## src/rtl/line_drawer.sv

```systemverilog
// Bresenham line rasterizer: turns one endpoint pair into one framebuffer pixel write per clock.
// All eight octants are covered by latching per-axis step directions at INIT.
module line_drawer #(
  parameter int WIDTH = 11
) (
  input  logic             clk,
  input  logic             reset_n,
  input  logic             start,
  input  logic [WIDTH-1:0] x0,
  input  logic [WIDTH-1:0] y0,
  input  logic [WIDTH-1:0] x1,
  input  logic [WIDTH-1:0] y1,
  input  logic             color_in,
  output logic [WIDTH-1:0] x,
  output logic [WIDTH-1:0] y,
  output logic             pixel_color,
  output logic             pixel_write,
  output logic             busy,
  output logic             done
);

  localparam int EW = WIDTH + 2;
  localparam logic [WIDTH-1:0] ONE = WIDTH'(1);

  typedef enum logic [1:0] {IDLE, INIT, DRAW, DONE} state_e;

  state_e                 state_q, state_d;
  logic [WIDTH-1:0]       x0_q, x0_d, y0_q, y0_d, x1_q, x1_d, y1_q, y1_d;
  logic [WIDTH-1:0]       x_q, x_d, y_q, y_d;
  logic                   color_q, color_d;
  logic                   sx_neg_q, sx_neg_d, sy_neg_q, sy_neg_d;
  logic signed [EW-1:0]   dx_q, dx_d, dy_q, dy_d, err_q, err_d;

  logic signed [EW-1:0]   xdiff, ydiff;
  logic signed [EW:0]     e2, dx_ext, dy_ext;
  logic                   step_x, step_y, at_end;

  assign xdiff  = $signed({2'b00, x1_q}) - $signed({2'b00, x0_q});
  assign ydiff  = $signed({2'b00, y1_q}) - $signed({2'b00, y0_q});
  assign e2     = $signed({err_q, 1'b0});
  assign dx_ext = $signed({dx_q[EW-1], dx_q});
  assign dy_ext = $signed({dy_q[EW-1], dy_q});
  assign step_x = (e2 >= dy_ext);
  assign step_y = (e2 <= dx_ext);
  assign at_end = (x_q == x1_q) && (y_q == y1_q);

  always_comb begin
    state_d  = state_q;
    x0_d     = x0_q;
    y0_d     = y0_q;
    x1_d     = x1_q;
    y1_d     = y1_q;
    x_d      = x_q;
    y_d      = y_q;
    color_d  = color_q;
    sx_neg_d = sx_neg_q;
    sy_neg_d = sy_neg_q;
    dx_d     = dx_q;
    dy_d     = dy_q;
    err_d    = err_q;
    case (state_q)
      IDLE: begin
        if (start) begin
          x0_d    = x0;
          y0_d    = y0;
          x1_d    = x1;
          y1_d    = y1;
          color_d = color_in;
          state_d = INIT;
        end
      end
      INIT: begin
        // dy is kept negative so a single err register serves both axes
        dx_d     = xdiff[EW-1] ? -xdiff : xdiff;
        dy_d     = ydiff[EW-1] ? ydiff : -ydiff;
        sx_neg_d = !(x0_q < x1_q);
        sy_neg_d = !(y0_q < y1_q);
        err_d    = dx_d + dy_d;
        x_d      = x0_q;
        y_d      = y0_q;
        state_d  = DRAW;
      end
      DRAW: begin
        if (at_end) begin
          state_d = DONE;
        end else begin
          err_d = err_q + (step_x ? dy_q : '0) + (step_y ? dx_q : '0);
          if (step_x) x_d = sx_neg_q ? (x_q - ONE) : (x_q + ONE);
          if (step_y) y_d = sy_neg_q ? (y_q - ONE) : (y_q + ONE);
        end
      end
      DONE: state_d = IDLE;
      default: state_d = IDLE;
    endcase
  end

  always_ff @(posedge clk or negedge reset_n) begin
    if (!reset_n) begin
      state_q  <= IDLE;
      x0_q     <= '0;
      y0_q     <= '0;
      x1_q     <= '0;
      y1_q     <= '0;
      x_q      <= '0;
      y_q      <= '0;
      color_q  <= 1'b0;
      sx_neg_q <= 1'b0;
      sy_neg_q <= 1'b0;
      dx_q     <= '0;
      dy_q     <= '0;
      err_q    <= '0;
    end else begin
      state_q  <= state_d;
      x0_q     <= x0_d;
      y0_q     <= y0_d;
      x1_q     <= x1_d;
      y1_q     <= y1_d;
      x_q      <= x_d;
      y_q      <= y_d;
      color_q  <= color_d;
      sx_neg_q <= sx_neg_d;
      sy_neg_q <= sy_neg_d;
      dx_q     <= dx_d;
      dy_q     <= dy_d;
      err_q    <= err_d;
    end
  end

  assign x           = x_q;
  assign y           = y_q;
  assign pixel_color = color_q;
  assign pixel_write = (state_q == DRAW);
  assign busy        = (state_q != IDLE);
  assign done        = (state_q == DONE);

endmodule
```

## config.mk

```make
export PLATFORM = sky130hd
export DESIGN_NAME = line_drawer
export DESIGN_NICKNAME = d
export VERILOG_FILES = /design/src/rtl/line_drawer.sv
export SDC_FILE = /design/constraint.sdc
export NUM_CORES = 1
export LEC_CHECK = 0
export ABC_AREA = 0
export BUFFER_PORTS_ARGS = -buffer_cell sky130_fd_sc_hd__buf_2
export CORE_MARGIN = 8
export CORE_UTILIZATION = 40
export CTS_CLUSTER_DIAMETER = 50
export DETAILED_ROUTE_END_ITERATION = 10
export PLACE_DENSITY_LB_ADDON = 0.2
export REMOVE_ABC_BUFFERS = 1
export SYNTH_ARGS = -nofsm -noshare
export SYNTH_HDL_FRONTEND = slang
export SYNTH_SLANG_ARGS = --single-unit
```

## constraint.sdc

```tcl
create_clock -name clk -period 6.1 [get_ports clk]
set_clock_uncertainty 0.1 [all_clocks]
set_input_delay 0.61 -clock clk [delete_from_list [all_inputs] [get_ports clk]]
set_output_delay 0.61 -clock clk [all_outputs]
set_load 0.1 [all_outputs]
```

==> impl_results.md, run 1 <==
* Setup_tns at 0 ns
* Die Wd at ~170 µm
* Largest net degree at the start of global routing at 59
* Top Ports at 74
* Root Driver: clkbuf_16
* GPL Wtd Cong at approximately 0.85
* DP HPWL at around 17000 µm
* R2R depth at 19
* Fin util at a little under half
* Top_reg_cell synth: dfrtp_1
* Worst Setup End Kind: flip-flop
* Final Setup Violations at 0
* Deepest level of the CTS H-tree at 3
* Final Hold Vio Count at 0
* Global-route wire length before repair at approximately 37000 µm
* Worst EP arrival at 5.10 ns
* First-iteration detailed-routing DRC count at 430
* Drt drc at 0
* Fillers at between 2k and 2.5k
* CTS sink cnt at 110
* CP max stage delay at around 0.50 ns
* RR Endpoint: err_q[11]
* I/O Buffers at between 70 and 80
* Min cycle time layout at between 4 and 5 ns
* Hold buffer count at cts at 0
* Worst Setup SP: x0_q[6]
* TritonCTS buffer count at 9
* Period utilisation layout at roughly four fifths
* Levels on crit path at 19
* Highest clock rate at about 200 MHz
* Unrepaired setup endpoints after global routing: false
* Critical path endpoint: err_q[11]
* Initial antenna violation count at 0
* Commonest non-fill, non-tap cell in the layout: dfrtp_1
* Via/cell ratio at roughly 5.2
* Max Transition Viols Final at 0
* Post-cts sizing count at 0
* Die height at 165 µm
* Reg2reg setup slack at around 1.1 ns
* Reg-to-reg critical path startpoint: x0_q[6]
* Synth Area per Inst at ~9.2 µm²
* Total gr overflow at 0
* Crit path max-delay family: compound AO/OA/AOI/OAI gates
* Initial Util at about two fifths
* Final-stage net count at about 1.2k
* Most used cell, CP: a21oi_1
* Setup Fix Bufs, Post-CTS at 0
* N_diodes at 0
* Crit path cell chain: inv_1 -> ha_1 -> a2111oi_0 -> a21boi_0 -> a221o_1 -> mux2i_1 -> inv_1 -> ha_1 -> a21o_1 -> a21oi_1 -> o21bai_1 -> a21oi_1 -> o21bai_1 -> a41o_1 -> o41ai_1 -> xor2_1 -> nor2_1 -> a21oi_1 -> a21oi_1
* WS Path Type: reg -> reg
* Relative slew slack at between 40% and 50%
* Register bit total from synthesis at 110
* Slowest cell on the critical path: a221o_1
* Worst endpoint required time at roughly 6.2 ns
* Worst-skew pair later-pin latency at 0.37 ns
* Max Cap Viol at 0
* Mean routed wirelength per cell at 16.9 µm
* Yosys cell types at 73
* Core ar. at around 22000 µm²
* Routed wire length at between 20000 and 25000 µm
* Vias at slightly below 7k
* Post-synthesis sequential area ratio at about 31%
* CTS tree: built
* Layout area overhead at 10.5%
* Final ANT Viol Nets at 0
* Mapped cell area at a little under 9000 µm²
* First-pass DRT Iterations at 7
* Number of global-route vias before repair at between 7k and 8k
* Yosys Warn Count at 0
* Synth async-reset ratio at 100%
* Instance count of the mapped netlist at 972
* Status: finished clean
* Most frequent cells in the layout: dfrtp_1 (110), inv_1 (97), ha_1 (96)
* Die ar. at about 27000 µm²
* Post-synth EDFFs at 0
* Layout cell share with drive strength beyond 1 at 16.0%
* Slew @ Worst Pin at about 0.88 ns
* Critical Path Source Type: flip-flop
* Std-Cell Rows at 54
* Clk buf depth at 2
* WP buf/inv at 2
* Critical Path Fanout Max at 11
* Hold WC Path Type: in -> async
* Gr usage total at around 17%
* Clock-pin transition on the worst setup and hold timing paths at 0.09 ns
routing by layer:
layer	track usage (%)	part of all wire [%]	wire, µm	vias up
met5	0	0	0	-
met4	4.87	2.1	461	0
met3	3.45	3.9	875	25
met2	26.6	44	9790	116
met1	23.4	50	11200	3294
li1	-	-	-	3503
worst min-delay path by stage:
stage               cells past startpoint           to
floorplan                               0      dx_q[0]
global placement                        1  pixel_color
detailed placement                      1  pixel_color
CTS                                     1      x0_q[5]
global route                            1      x0_q[5]
finish                                  1      x0_q[5]
metrics by stage:
| stage | hold WS [ns] | area, µm² | setup slack [ns] | std cells |
|---|---|---|---|---|
| 2_1_floorplan | 0.214 | 8810 | 1.36 | 945 |
| 3_3_place_gp | 0.384 | 9590 | 1.16 | 1306 |
| 4_1_cts | 0.238 | 9880 | 1.08 | 1322 |
| 6_report | 0.206 | 9880 | 1.14 | 1322 |
| 3_5_place_dp | 0.396 | 9590 | 1.09 | 1306 |
| 5_1_grt | 0.282 | 9880 | 0.672 | 1322 |
worst reg2reg max path, cell delays in order (launching register included):
cell and delay [ns]:
dfrtp_1 0.38, inv_1 0.05, ha_1 0.37, a2111oi_0 0.49, a21boi_0 0.24, a221o_1 0.50
mux2i_1 0.39, inv_1 0.08, ha_1 0.29, a21o_1 0.18, a21oi_1 0.23, o21bai_1 0.09
a21oi_1 0.23, o21bai_1 0.13, a41o_1 0.28, o41ai_1 0.32, xor2_1 0.19, nor2_1 0.09
a21oi_1 0.15, a21oi_1 0.08
cell usage after synthesis (all sizes together) (2+ instances only):
library cell / instances / share of area, %
a211oi: 4 / 0.53
o221ai: 2 / 0.34
a21boi: 9 / 0.80
xnor2: 57 / 5.7
a31oi: 5 / 0.35
nor2: 80 / 3.4
o21bai: 7 / 0.59
inv: 97 / 4.1
a41oi: 2 / 0.28
o211ai: 7 / 0.59
fa: 18 / 4.0
clkbuf: 26 / 1.4
mux2i: 12 / 1.3
and4: 2 / 0.21
and2: 12 / 0.85
o31a: 6 / 0.59
or3: 2 / 0.14
mux2: 48 / 6.0
o41ai: 2 / 0.41
nand2: 64 / 2.7
nor3: 15 / 0.84
a21oi: 75 / 4.3
nor4b: 3 / 0.36
xor2: 26 / 2.7
nand2b: 9 / 0.63
nand4: 13 / 0.91
or2b: 2 / 0.21
nor4: 5 / 0.35
ha: 96 / 13
nor2b: 15 / 1.0
o21ai: 67 / 3.8
dfrtp: 110 / 31
or2: 2 / 0.14
a221o: 2 / 0.24
nand3: 12 / 0.73
a41o: 2 / 0.22
a221oi: 4 / 0.39
a21o: 19 / 1.6
o21a: 11 / 0.92
nor3b: 6 / 0.50
flip-flops by register name, indices dropped and copies added (netlist names):
register,flops
x0_q,11
x1_q,11
y1_q,11
sy_neg_q,1
dx_q,13
y,11
pixel_color,1
x,11
y0_q,11
dy_q,13
err_q,13
sx_neg_q,1
state_q,2
cell families after synthesis:
kind of cell / share of synthesized area (%)
AO/OA/AOI/OAI: 17.0
XOR/XNOR: 8.39
adder cells (fa/ha/maj): 17.5
buffers and inverters: 5.54
flip-flops: 30.8
multiplexers: 7.39
AND/OR/NAND/NOR: 13.4
cell type report:
class                           instances  area (µm²)  area share [%]
Clock buffer                           10         229            2.32
Clock inverter                          6        62.6           0.633
Inverter                               97         364            3.69
Multi-Input combinational cell        738        5690            57.6
Sequential cell                       110        2750            27.9
Tap cell                              280         350            3.55
Timing Repair Buffer                   81         428            4.33
Power of run 1 is left out: the tool's default activity adds up to more than one toggle a clock period on the data nets, which glitch-free logic cannot reach.
==> run 2, diff against run 1 <==
--- a/config.mk
+++ b/config.mk
@@ -5,7 +5,7 @@
 export SDC_FILE = /design/constraint.sdc
 export NUM_CORES = 1
 export LEC_CHECK = 0
-export ABC_AREA = 0
+export ABC_AREA = 1
 export BUFFER_PORTS_ARGS = -buffer_cell sky130_fd_sc_hd__buf_2
 export CORE_MARGIN = 8
 export CORE_UTILIZATION = 40
==> constraint.sdc (replaced) <==
create_clock -name clk -period 4.1 [get_ports clk]
set_clock_uncertainty 0.1 [all_clocks]
set_input_delay 0.41 -clock clk [delete_from_list [all_inputs] [get_ports clk]]
set_output_delay 0.41 -clock clk [all_outputs]
set_load 0.1 [all_outputs]
==> run 2 against run 1 <==
Against the previous run:
- final area up 19%
- critical path type unchanged
- setup slack worse by 1.0 ns
- global-route usage up 0.80 points
- sequential share of layout area down 4.4 points
- non-clock buffer count up 118
- area after synthesis up 3.6%
- wire length up 14%
- core utilization up 6.7 points
- sequential cell count unchanged
- clock-buffer cell count unchanged
- critical endpoint unchanged
==> impl_results.md, run 2 <==
* Post-synthesis sequential area ratio at 29.7% (-1.1 points)
* Hold buffer count at cts at 0 (unchanged)
* Most frequent cells in the layout: nand2_1 (253), inv_1 (157), buf_4 (123)
* Vias at 8525 (+23%)
* Dominant cells by area after synthesis: dfrtp_1 (30%), ha_1 (13%), nand2_1 (11%), inv_1 (7.2%), a21oi_1 (5.3%)
* Slowest cell on the critical path: dfrtp_1
* Post-Layout Cell Count at 1708 (+29%)
* I/O Buffers at 73 (unchanged)
* Synth async-reset ratio at 100% (unchanged)
* Unrepaired setup endpoints after global routing: true
* Worst Setup End Kind: flip-flop
* Std-Cell Rows at 55 (+1.9%)
* Mapped cell area at 9260 µm² (+3.6%)
* WS Path Type: reg -> reg
* Status: finished clean
* Largest net degree at the start of global routing at 60 (+1.7%)
* CP max stage delay at 0.43 ns (-0.07 ns)
* Initial antenna violation count at 0 (unchanged)
* Gr usage total at 17.8% (+0.80 points)
* Worst endpoint required time at 4.30 ns (-1.94 ns)
* Critical Path Fanout Max at 4 (-7)
* Yosys cell types at 46 (-37%)
* Slew @ Worst Pin at 1.33 ns (+0.447 ns)
* Period utilisation layout at 97.8% (+16 points)
* Fillers at 2203 (+0.78%)
* CTS tree: built
* Post-synth EDFFs at 0 (unchanged)
* Highest clock rate at 249 MHz (+24%)
* Drt drc at 0 (unchanged)
* Instance count of the mapped netlist at 1235 (+27%)
* Routed wire length at 25600 µm (+14%)
* Max Cap Viol at 0 (unchanged)
* DP HPWL at 19700 µm (+15%)
* Root Driver: clkbuf_16
* Total gr overflow at 0 (unchanged)
* Die ar. at 28300 µm² (+3.3%)
* Cells after DPL at 1676 (+28%)
* Most used cell, CP: nand2_1
* Global-route wire length before repair at 41200 µm (+11%)
* Layout cell share with drive strength beyond 1 at 27.7% (+12 points)
* Sequential cell area at 2760 µm² (+0.14%)
* Regs by FF count: dx_q: 13 flops, dy_q: 13 flops, err_q: 13 flops
* Min cycle time layout at 4.01 ns (-0.955 ns)
* Worst EP arrival at 4.21 ns (-0.89 ns)
* Yosys top cell by area: dfrtp_1
* Synth cell count leaders: nand2_1 (265), inv_1 (177), nor2_1 (118), dfrtp_1 (110), a21oi_1 (98)
* Hold WC Path Type: in -> async
* Final Hold Vio Count at 0 (unchanged)
* Via/cell ratio at 4.99 (-4.9%)
* Die Wd at 168 µm (+1.6%)
* Top cell type's share of synthesized area at 29.7% (-1.1 points)
* WP buf/inv at 4 (+2)
* GPL Wtd Cong at 0.896 (+5.9%)
* Clock-pin transition on the worst setup and hold timing paths at 0.08 ns (about the same)
* Layout area overhead at 27.0%
* Top-count cell post-synth: nand2_1
* Relative slew slack at 11.5% (-30 points)
* Final Setup Violations at 0 (unchanged)
* Hold slack final at 0.0204 ns (-0.185 ns)
* Commonest non-fill, non-tap cell in the layout: nand2_1
* Clk buf depth at 2 (unchanged)
* Final-stage net count at 1580 (+32%)
* TritonCTS buffer count at 9 (unchanged)
* Worst-skew pair later-pin latency at 0.37 ns (about the same)
* First-iteration detailed-routing DRC count at 481 (+12%)
* Initial Util at 40.8% (-0.044 points)
* Yosys Warn Count at 0 (unchanged)
* Die height at 168 µm (+1.6%)
* Deepest level of the CTS H-tree at 3 (unchanged)
* Top_reg_cell synth: dfrtp_1
* Mean routed wirelength per cell at 15.0 µm (-11%)
* Max Transition Viols Final at 0 (unchanged)
* Multi-input gate area at 6330 µm² (+11%)
* Crit path max-delay family: adder cells
* Synth Area per Inst at 7.50 µm² (-18%)
* Final ANT Viol Nets at 0 (unchanged)
* Number of global-route vias before repair at 8437 (+18%)
* First-pass DRT Iterations at 5 (-2)
* N_diodes at 0 (unchanged)
* Top Ports at 74 (unchanged)
* Critical Path Source Type: flip-flop
* Core ar. at 22700 µm² (+3.7%)
* Register bit total from synthesis at 110 (unchanged)
* CTS sink cnt at 110 (unchanged)
## run 2: changes by cell type after synthesis, sizes merged, moves of 12 or more
cell	before	now
nand2	64	275
xor2	26	44
a21o	19	2
mux2i	12	0
mux2	48	22
nor2b	15	0
nor2	80	122
a21oi	75	103
inv	97	183
xnor2	57	19
nand3	12	49
o21ai	67	83
## run 2: stage by stage
step / setup slack (ns) / TNS, ns / utilization (%) / instance area (µm²)
floorplan: 0.0435 / 0 / - / 9140
global placement: -0.0494 / -0.0494 / 47.1 / 10700
detailed placement: -0.135 / -0.202 / 47.1 / 10700
CTS: -0.0338 / -0.0440 / 48.5 / 11000
global route: -0.157 / -0.448 / 51.8 / 11800
finish: 0.0908 / 0 / 51.8 / 11800
## run 2: final cells by class
cell class,instances,area share (%)
multi-input cells,914,53.8
clock buffers,10,1.95
inverters,184,5.91
flip-flops and latches,110,23.4
repair buffers,199,11.3
clock inverters,6,0.585
well taps,285,3.03
## run 2: cells by family (layout without fill, tap and decap cells)
family                   count (synthesis)  after routing  share of synthesized area [%]
AO/OA/AOI/OAI                          227            227                           13.6
XOR/XNOR                                63             63                           6.12
adder cells (fa/ha/maj)                114            114                           16.9
buffers and inverters                  211            399                           8.77
flip-flops                             110            110                           29.7
multiplexers                            22             22                           2.67
AND/OR/NAND/NOR                        488            488                           22.3
## run 2: final timing paths
| check | from | end | slack (ns) | depth (start not counted) |
|---|---|---|---|---|
| min in group clk | y1[4] | y1_q[4] | 0.17 | 2 |
| min reg2reg | dx_q[2] | dx_q[2] | 0.39 | 2 |
| min | reset_n | x1_q[4] | 0.02 | 1 |
| max | err_q[2] | err_q[11] | 0.09 | 30 |
| max in group asynchronous | reset_n | y1_q[1] | 3.00 | 2 |
| max reg2reg | err_q[2] | err_q[11] | 0.09 | 30 |
## run 2: layer usage
layer / global-route usage [%] / part of all wire (%) / vias up
met5: 0 / 0 / -
met4: 5.32 / 1.6 / 0
met3: 2.20 / 4.0 / 26
met2: 29.4 / 45 / 158
met1: 24.0 / 49 / 3971
li1: - / - / 4370
## run 2: timing repair
item                                    4_1_cts  5_1_grt
hold endpoints to repair                      0        0
setup buffers                                 0       16
pin swaps                                     1       50
endpoints found under the setup margin        3        6
gates resized for setup                       7      140
## run 2: worst reg2reg max path, delay by kind of cell (launching register included)
kind | cells | cell delay (ns)
buffers and inverters | 4 | 0.34
flip-flops | 1 | 0.43
adder cells (fa/ha/maj) | 4 | 1.18
AO/OA/AOI/OAI | 6 | 0.56
XOR/XNOR | 1 | 0.15
AND/OR/NAND/NOR | 15 | 1.17
Power of run 2 is left out for the same reason.
